`config.mk`:
```
export PLATFORM = sky130hd
export DESIGN_NAME = keypad_encoder_flat
export DESIGN_NICKNAME = d
export VERILOG_FILES = /design/src/rtl/synth_pkg.sv /design/src/rtl/keypad_encoder_if.sv /design/src/rtl/keypad_debouncer.sv /design/src/rtl/keypad_encoder.sv /design/src/flat_wrapper.sv
export SDC_FILE = /design/constraint.sdc
export NUM_CORES = 1
export LEC_CHECK = 0
export CORE_MARGIN = 2
export CORE_UTILIZATION = 58
export CTS_BUF_LIST = sky130_fd_sc_hd__clkbuf_16
export DETAILED_ROUTE_END_ITERATION = 6
export GPL_TIMING_DRIVEN = 0
export PLACE_DENSITY_LB_ADDON = 0.12
export SYNTH_ARGS = -nofsm -noshare
export SYNTH_HDL_FRONTEND = slang
export SYNTH_SLANG_ARGS = --single-unit
export TNS_END_PERCENT = 100
```
`constraint.sdc`:
```
create_clock -name clk -period 4.15 [get_ports clk]
set_input_delay 1.245 -clock clk [delete_from_list [all_inputs] [get_ports clk]]
set_output_delay 1.245 -clock clk [all_outputs]
set_load 0.02 [all_outputs]
```
`src/rtl/synth_pkg.sv`:
```
// rtl/synth_pkg.sv - shared constants, note divider table and note selection helper
package synth_pkg;

    localparam int OCT_MAX = 4;
    localparam int DIV_W   = 18;
    localparam int KEY_W   = 13;
    localparam int KP_W    = 17;

    localparam int KP_OCT_UP = 16;
    localparam int KP_OCT_DN = 15;
    localparam int KP_MODE   = 14;
    localparam int KP_GOOF   = 13;

    typedef logic [DIV_W-1:0] div_t;

    typedef enum logic [1:0] {
        MODE_0 = 2'd0,
        MODE_1 = 2'd1,
        MODE_2 = 2'd2,
        MODE_3 = 2'd3
    } mode_t;

    typedef struct packed {
        logic       valid;
        logic [3:0] idx;
    } note_sel_t;

    // Clock cycles (10 MHz) per period for C2..C3 at octave 0.
    localparam div_t NOTE_DIV [0:KEY_W-1] = '{
        18'd152890, 18'd144309, 18'd136210, 18'd128565,
        18'd121349, 18'd114538, 18'd108110, 18'd102042,
        18'd96315,  18'd90909,  18'd85807,  18'd80991,
        18'd76445
    };

    // Lowest pressed key index wins; valid=0 when no key is down.
    function automatic note_sel_t lowest_set(input logic [KEY_W-1:0] keys);
        note_sel_t r;
        r = '0;
        for (int i = KEY_W - 1; i >= 0; i--) begin
            if (keys[i]) begin
                r.valid = 1'b1;
                r.idx   = 4'(i);
            end
        end
        return r;
    endfunction

endpackage

```
`src/rtl/keypad_encoder_if.sv`:
```
// rtl/keypad_encoder_if.sv - keypad input and note/control output bundle
interface keypad_encoder_if;
    import synth_pkg::*;

    logic [KP_W-1:0]  keypad;
    logic [DIV_W-1:0] divider;
    logic             strobe;
    logic [1:0]       mode;
    logic [2:0]       octave;
    logic             goof;

    modport master (
        output keypad,
        input  divider, strobe, mode, octave, goof
    );

    modport slave (
        input  keypad,
        output divider, strobe, mode, octave, goof
    );
endinterface

```
`src/rtl/keypad_debouncer.sv`:
```
// rtl/keypad_debouncer.sv - synchronizer chain plus shared-counter debounce of a bit vector
module keypad_debouncer #(
    parameter int WIDTH           = 17,
    parameter int SYNC_STAGES     = 2,
    parameter int DEBOUNCE_CYCLES = 1000
) (
    input  logic             clk,
    input  logic             nrst,
    input  logic [WIDTH-1:0] raw_i,
    output logic [WIDTH-1:0] deb_o
);
    localparam int CNT_W = $clog2(DEBOUNCE_CYCLES);
    localparam logic [CNT_W-1:0] CNT_LAST = CNT_W'(DEBOUNCE_CYCLES - 1);

    logic [WIDTH-1:0] sync_q [SYNC_STAGES];
    logic [WIDTH-1:0] s_prev_q;
    logic [WIDTH-1:0] deb_q;
    logic [CNT_W-1:0] cnt_q;
    logic [WIDTH-1:0] s;

    assign s     = sync_q[SYNC_STAGES-1];
    assign deb_o = deb_q;

    // Any change anywhere in the vector restarts the single shared stability counter.
    always_ff @(posedge clk or negedge nrst) begin
        if (!nrst) begin
            for (int i = 0; i < SYNC_STAGES; i++) sync_q[i] <= '0;
            s_prev_q <= '0;
            deb_q    <= '0;
            cnt_q    <= '0;
        end else begin
            sync_q[0] <= raw_i;
            for (int i = 1; i < SYNC_STAGES; i++) sync_q[i] <= sync_q[i-1];
            s_prev_q <= s;
            if (s != s_prev_q) begin
                cnt_q <= '0;
            end else if (cnt_q == CNT_LAST) begin
                deb_q <= s;
            end else begin
                cnt_q <= cnt_q + 1'b1;
            end
        end
    end
endmodule

```
`src/rtl/keypad_encoder.sv`:
```
// rtl/keypad_encoder.sv - keypad front end: debounce, octave/mode tracking, note divider (optional KEYPAD_GOOF_EN)
module keypad_encoder
    import synth_pkg::*;
#(
    parameter int SYNC_STAGES     = 2,
    parameter int DEBOUNCE_CYCLES = 1000,
    parameter int OCT_RESET       = 2
) (
    input  logic              clk,
    input  logic              nrst,
    keypad_encoder_if.slave   kp
);
    logic [KP_W-1:0]  deb;
    logic [KP_W-1:0]  deb_d_q;
    logic             rise_up, rise_dn, rise_mode;
    logic [2:0]       octave_q, octave_d;
    mode_t            mode_q, mode_d;
    div_t             divider_q;
    logic             strobe_q;
    note_sel_t        sel;
    div_t             base;
    div_t             nom;
    logic             goof;

    keypad_debouncer #(
        .WIDTH           (KP_W),
        .SYNC_STAGES     (SYNC_STAGES),
        .DEBOUNCE_CYCLES (DEBOUNCE_CYCLES)
    ) u_debouncer (
        .clk   (clk),
        .nrst  (nrst),
        .raw_i (kp.keypad),
        .deb_o (deb)
    );

    assign rise_up   = deb[KP_OCT_UP] & ~deb_d_q[KP_OCT_UP];
    assign rise_dn   = deb[KP_OCT_DN] & ~deb_d_q[KP_OCT_DN];
    assign rise_mode = deb[KP_MODE]   & ~deb_d_q[KP_MODE];

    // Octave steps saturate at both ends; simultaneous up/down presses cancel.
    always_comb begin
        octave_d = octave_q;
        if (rise_up && !rise_dn && octave_q != 3'(OCT_MAX)) begin
            octave_d = octave_q + 3'd1;
        end else if (rise_dn && !rise_up && octave_q != 3'd0) begin
            octave_d = octave_q - 3'd1;
        end
        mode_d = rise_mode ? mode_t'(mode_q + 2'd1) : mode_q;
    end

`ifdef KEYPAD_GOOF_EN
    logic [7:0] lfsr_q;
    logic [7:0] jitter_q;
    logic [3:0] last_idx_q;
    logic [2:0] last_oct_q;
    logic       last_valid_q;
    logic       sel_changed;
    logic [7:0] jitter;

    assign sel_changed = !last_valid_q || (sel.idx != last_idx_q) || (octave_q != last_oct_q);
    assign jitter      = sel_changed ? lfsr_q : jitter_q;
    assign goof        = deb[KP_GOOF];

    // Free-running x^8+x^6+x^5+x^4+1 LFSR; jitter is latched only when the note or octave changes.
    always_ff @(posedge clk or negedge nrst) begin
        if (!nrst) begin
            lfsr_q       <= 8'h01;
            jitter_q     <= '0;
            last_idx_q   <= '0;
            last_oct_q   <= '0;
            last_valid_q <= 1'b0;
        end else begin
            lfsr_q       <= {lfsr_q[6:0], lfsr_q[7] ^ lfsr_q[5] ^ lfsr_q[4] ^ lfsr_q[3]};
            last_idx_q   <= sel.idx;
            last_oct_q   <= octave_q;
            last_valid_q <= sel.valid;
            if (sel.valid && sel_changed) jitter_q <= lfsr_q;
        end
    end
`else
    logic unused_goof_bit;
    assign unused_goof_bit = deb[KP_GOOF];
    assign goof            = 1'b0;
`endif

    // Lowest pressed key selects the note; octave halves the period per step.
    always_comb begin
        sel  = lowest_set(deb[KEY_W-1:0]);
        base = sel.valid ? (NOTE_DIV[sel.idx] >> octave_q) : '0;
        nom  = base;
`ifdef KEYPAD_GOOF_EN
        if (sel.valid && deb[KP_GOOF]) nom = base + {10'b0, jitter};
`endif
    end

    // Control state and registered outputs; strobe marks the cycle the divider changes.
    always_ff @(posedge clk or negedge nrst) begin
        if (!nrst) begin
            deb_d_q   <= '0;
            octave_q  <= 3'(OCT_RESET);
            mode_q    <= MODE_0;
            divider_q <= '0;
            strobe_q  <= 1'b0;
        end else begin
            deb_d_q   <= deb;
            octave_q  <= octave_d;
            mode_q    <= mode_d;
            divider_q <= nom;
            strobe_q  <= (nom != divider_q);
        end
    end

    assign kp.divider = divider_q;
    assign kp.strobe  = strobe_q;
    assign kp.mode    = mode_q;
    assign kp.octave  = octave_q;
    assign kp.goof    = goof;
endmodule
```
`src/flat_wrapper.sv`:
```
// flat-port wrapper written by rule: the top's interface ports become plain ports
module keypad_encoder_flat import synth_pkg::*;
#(
    parameter int SYNC_STAGES     = 2,
    parameter int DEBOUNCE_CYCLES = 1000,
    parameter int OCT_RESET       = 2
)
  (clk, nrst, kp_keypad, kp_divider, kp_strobe, kp_mode, kp_octave, kp_goof);
  keypad_encoder_if kp_i ();
  input  logic clk;
  input  logic nrst;
  input wire logic [$bits(kp_i.keypad)-1:0] kp_keypad;
  output wire logic [$bits(kp_i.divider)-1:0] kp_divider;
  output wire logic [$bits(kp_i.strobe)-1:0] kp_strobe;
  output wire logic [$bits(kp_i.mode)-1:0] kp_mode;
  output wire logic [$bits(kp_i.octave)-1:0] kp_octave;
  output wire logic [$bits(kp_i.goof)-1:0] kp_goof;
  assign kp_i.keypad = kp_keypad;
  assign kp_divider = kp_i.divider;
  assign kp_strobe = kp_i.strobe;
  assign kp_mode = kp_i.mode;
  assign kp_octave = kp_i.octave;
  assign kp_goof = kp_i.goof;
  keypad_encoder #(.SYNC_STAGES(SYNC_STAGES), .DEBOUNCE_CYCLES(DEBOUNCE_CYCLES), .OCT_RESET(OCT_RESET)) u_core (.clk(clk), .nrst(nrst), .kp(kp_i));
endmodule
```
==> run metrics <==
Ant. Diodes 0; Worst-path clk slew 0.08 ns; Net Sw Frac 23.0%; Tmin final 3.91 ns; flops & latches, synth 104; die span in x 100 um; total gr overflow 0; share of power burned in combinational logic 2.9%; Async SR Flop Fraction 100%; clock buffer count from CTS 9; Synth top cells by count dfrtp_1, nor2_1, nand2_1, xnor2_1; clock buffer depth 2; fin cells 680; Final setup viols 0; Final WS setup 0.240 ns; CP startpoint kind flop; Post-Place Cells 663; initial antenna violation count 0; Setup Crit Path Kind reg -> reg; Final Skew 0.00880 ns; die height 100 um; final number of max-transition violations 0; Root Buffer clkbuf_16; DP Wirelength 9580 um; Total GRT Usage 27.2%; Setup Slack @ Placement -0.141 ns; total core area 9110 um^2; io pins 44; Crit. End Element flop; Layout Nets 594; largest net degree at the start of global routing 67; number of max-cap violations 0; cts hold-fix bufs 0; Post-route DRC 0; Via density 6.23; Pre-antenna DRT Iters 6; worst-margin pin slew 0.957 ns; vias in the first global route 4,030; Fmax 0.256 GHz; row cnt 35; drt total wl 13,000 um; Worst path max stage delay 0.55 ns; Synth area leader dfrtp_1; net switching power 445 uW; Peak VDD IR 233 uV; Max-slew headroom 35.9%; post-synthesis sequential area ratio 48.3%; Reg power frac 54.4%; Tightest Hold Check Type reg -> reg; Buffers on Ports 42; WP data arrival 4.13 ns; Clock H-tree levels 3; Avg Cell Area, Syn 10.6 um^2; CP cell instances nor4_1 > o21ai_1 > a31oi_2 > inv_1 > ha_1 > or3_4 > and2_0 > mux4_2 > o22ai_2 > xor2_1 > a2111oi_2 > nand4_1; Synth area leaders dfrtp_1, xnor2_1, mux2_2; Routability Congestion 1.01; most used flip-flop cell after synthesis dfrtp_1; Pint 1.49 mW; DRT iter0 DRCs 460; Clock Power Share 42.7%; drt wl/cell 19.2 um; peak fanout along the critical path 6; share of layout cells above drive strength 1 12.7%; Distinct cells, synth 83; most common cell in the synthesized netlist dfrtp_1; Synth Net Count 539; antenna viol nets, final 0; YS warnings 0; TritonCTS clock tree done; leakage 2.69 nW; die area 10,100 um^2; worst endpoint required time 4.37 ns; RSZ-0062 raised after global routing false; PD cells 307 nW/um^2; final core utilization 69.1%; post-synthesis cell area 5390 um^2; via count 4,236; first-pass GRT wire length 21,200 um; Post-synth EDFFs 0; Mapped Cells 509; Final Hold Fails 0; post-synth top area share 47.8%; synthesis-to-finish area growth 16.7%; status complete, no violations; Starting Density 59.2%; period utilisation layout 94.2%; Sink Count 104; worst skew pair latency 0.35 ns; CP max stage cell mux4_2
[layout by cell type, fill, tap and decap left out, types with 4 or more instances in the layout]
master           synthesis  final
nor2_1                  50     50
inv_1                   13     13
xnor2_1                 25     25
nand3_1                 12     12
mux2_2                  18     18
clkbuf_1                18     17
o21ai_0                 17     16
or3_1                    5      5
clkdlybuf4s50_1          0     41
nand4_1                 13     13
buf_4                    2      5
nor4_1                   9      9
a21oi_1                 13     13
dfrtp_1                103    103
xor2_1                  11     11
a31oi_1                  5      4
o311ai_0                 4      4
nor3_1                  12     12
nor2b_1                  4      4
and2_1                   7      7
mux2i_1                  8      8
ha_1                    10      9
clkbuf_16                0      9
buf_2                    6      6
nand2_1                 32     32
a211oi_1                 7      7
o211ai_1                 7      7
or2_2                    4      4
nand2b_1                 5      5
[worst max-delay path, delay by kind of cell, from the launching register on]
kind / cells / cell delay, ns
DFF: 1 / 0.47
and+or+nand+nor: 4 / 1.06
buffers and inverters: 1 / 0.18
xor gates and xnor gates: 1 / 0.10
muxes: 1 / 0.55
AOI/OAI and AO/OA: 4 / 1.09
adders and majority gates: 1 / 0.32
[sequential cells by signal, indices dropped and copies added (netlist names)]
signal,count
u_core.kp.divider,18
u_core.u_debouncer.s,17
u_core.u_debouncer.s_prev_q,17
u_core.u_debouncer.sync_q,17
u_core.u_debouncer.deb_o,16
u_core.u_debouncer.cnt_q,10
u_core.deb_d_q,3
u_core.kp.octave,3
u_core.kp.mode,2
u_core.kp.strobe,1
[path summary, 6_finish.rpt]
| check | start | endpoint | slack [ns] | cells past startpoint |
|---|---|---|---|---|
| setup / recovery | u_core.u_debouncer.deb_o[6]$_DFFE_PN0P_ | u_core.kp.strobe$_DFF_PN0_ | 0.24 | 12 |
| hold / removal | u_core.u_debouncer.sync_q[19]$_DFF_PN0_ | u_core.u_debouncer.s[2]$_DFF_PN0_ | 0.35 | 0 |
| setup reg to reg | u_core.u_debouncer.deb_o[6]$_DFFE_PN0P_ | u_core.kp.strobe$_DFF_PN0_ | 0.24 | 12 |
| hold reg to reg | u_core.u_debouncer.sync_q[19]$_DFF_PN0_ | u_core.u_debouncer.s[2]$_DFF_PN0_ | 0.35 | 0 |
| max in group asynchronous | nrst | u_core.kp.octave[1]$_DFFE_PN1P_ | 2.57 | 2 |
| min in group asynchronous | nrst | u_core.kp.divider[9]$_DFF_PN0_ | 0.86 | 1 |
[kinds of logic after synthesis]
kind of cell             count (synthesis)  share of synthesized area, %
AO/OA/AOI/OAI                          110                          15.9
XOR/XNOR                                36                          5.85
flip-flops                             104                          48.3
AND/OR/NAND/NOR                        173                          16.9
multiplexers                            30                          6.78
other                                    1                        0.0696
buffers and inverters                   44                          3.48
adder cells (fa/ha/maj)                 11                          2.69
[layout make-up]
type | instances | area, um^2
inverter | 15 | 56.3
clock buffer | 9 | 225
clock inverter | 7 | 66.3
fill | 684 | 2820
tap | 111 | 139
multi-input combinational | 361 | 2610
buffer | 28 | 128
sequential | 104 | 2600
timing repair buffer | 45 | 460
[per-stage QoR]
step / power (mW) / hold slack, ns / cell area [um^2] / setup TNS [ns]
final: 1.93 / 0.349 / 6290 / 0
after global routing: 2.00 / 0.358 / 6290 / 0
after CTS: 1.95 / 0.353 / 6270 / 0
after detailed placement: 1.13 / 0.335 / 5970 / -0.141
after global placement: 1.12 / 0.332 / 5950 / -180.96
after floorplan: 1.08 / 0.331 / 5390 / 0
[power by group through the flow]
stage / Sequential, mW / Clock (mW) / Combinational [mW]
finish: 1.05 / 0.825 / 0.0553
global route: 1.05 / 0.883 / 0.0635
CTS: 1.05 / 0.841 / 0.0574
detailed placement: 1.07 / 0 / 0.0572
global placement: 1.07 / 0 / 0.0528
floorplan: 1.07 / 0 / 0.0157
[layer usage]
layer  GRT usage (%)  wire length [um]  up-vias
met5               0                 0        -
met1            37.4              5550     2018
met3            5.08               872       37
met4            12.9               405        0
met2            42.1              6200      210
li1                -                 -     1971
[repair_timing]
item | in CTS | in global routing
pin swaps | 1 | 1
setup endpoints to repair | 1 | 1
setup buffers | 0 | 2
resized for setup | 1 | 3
Note: power is estimated with default switching activity, not from simulation.
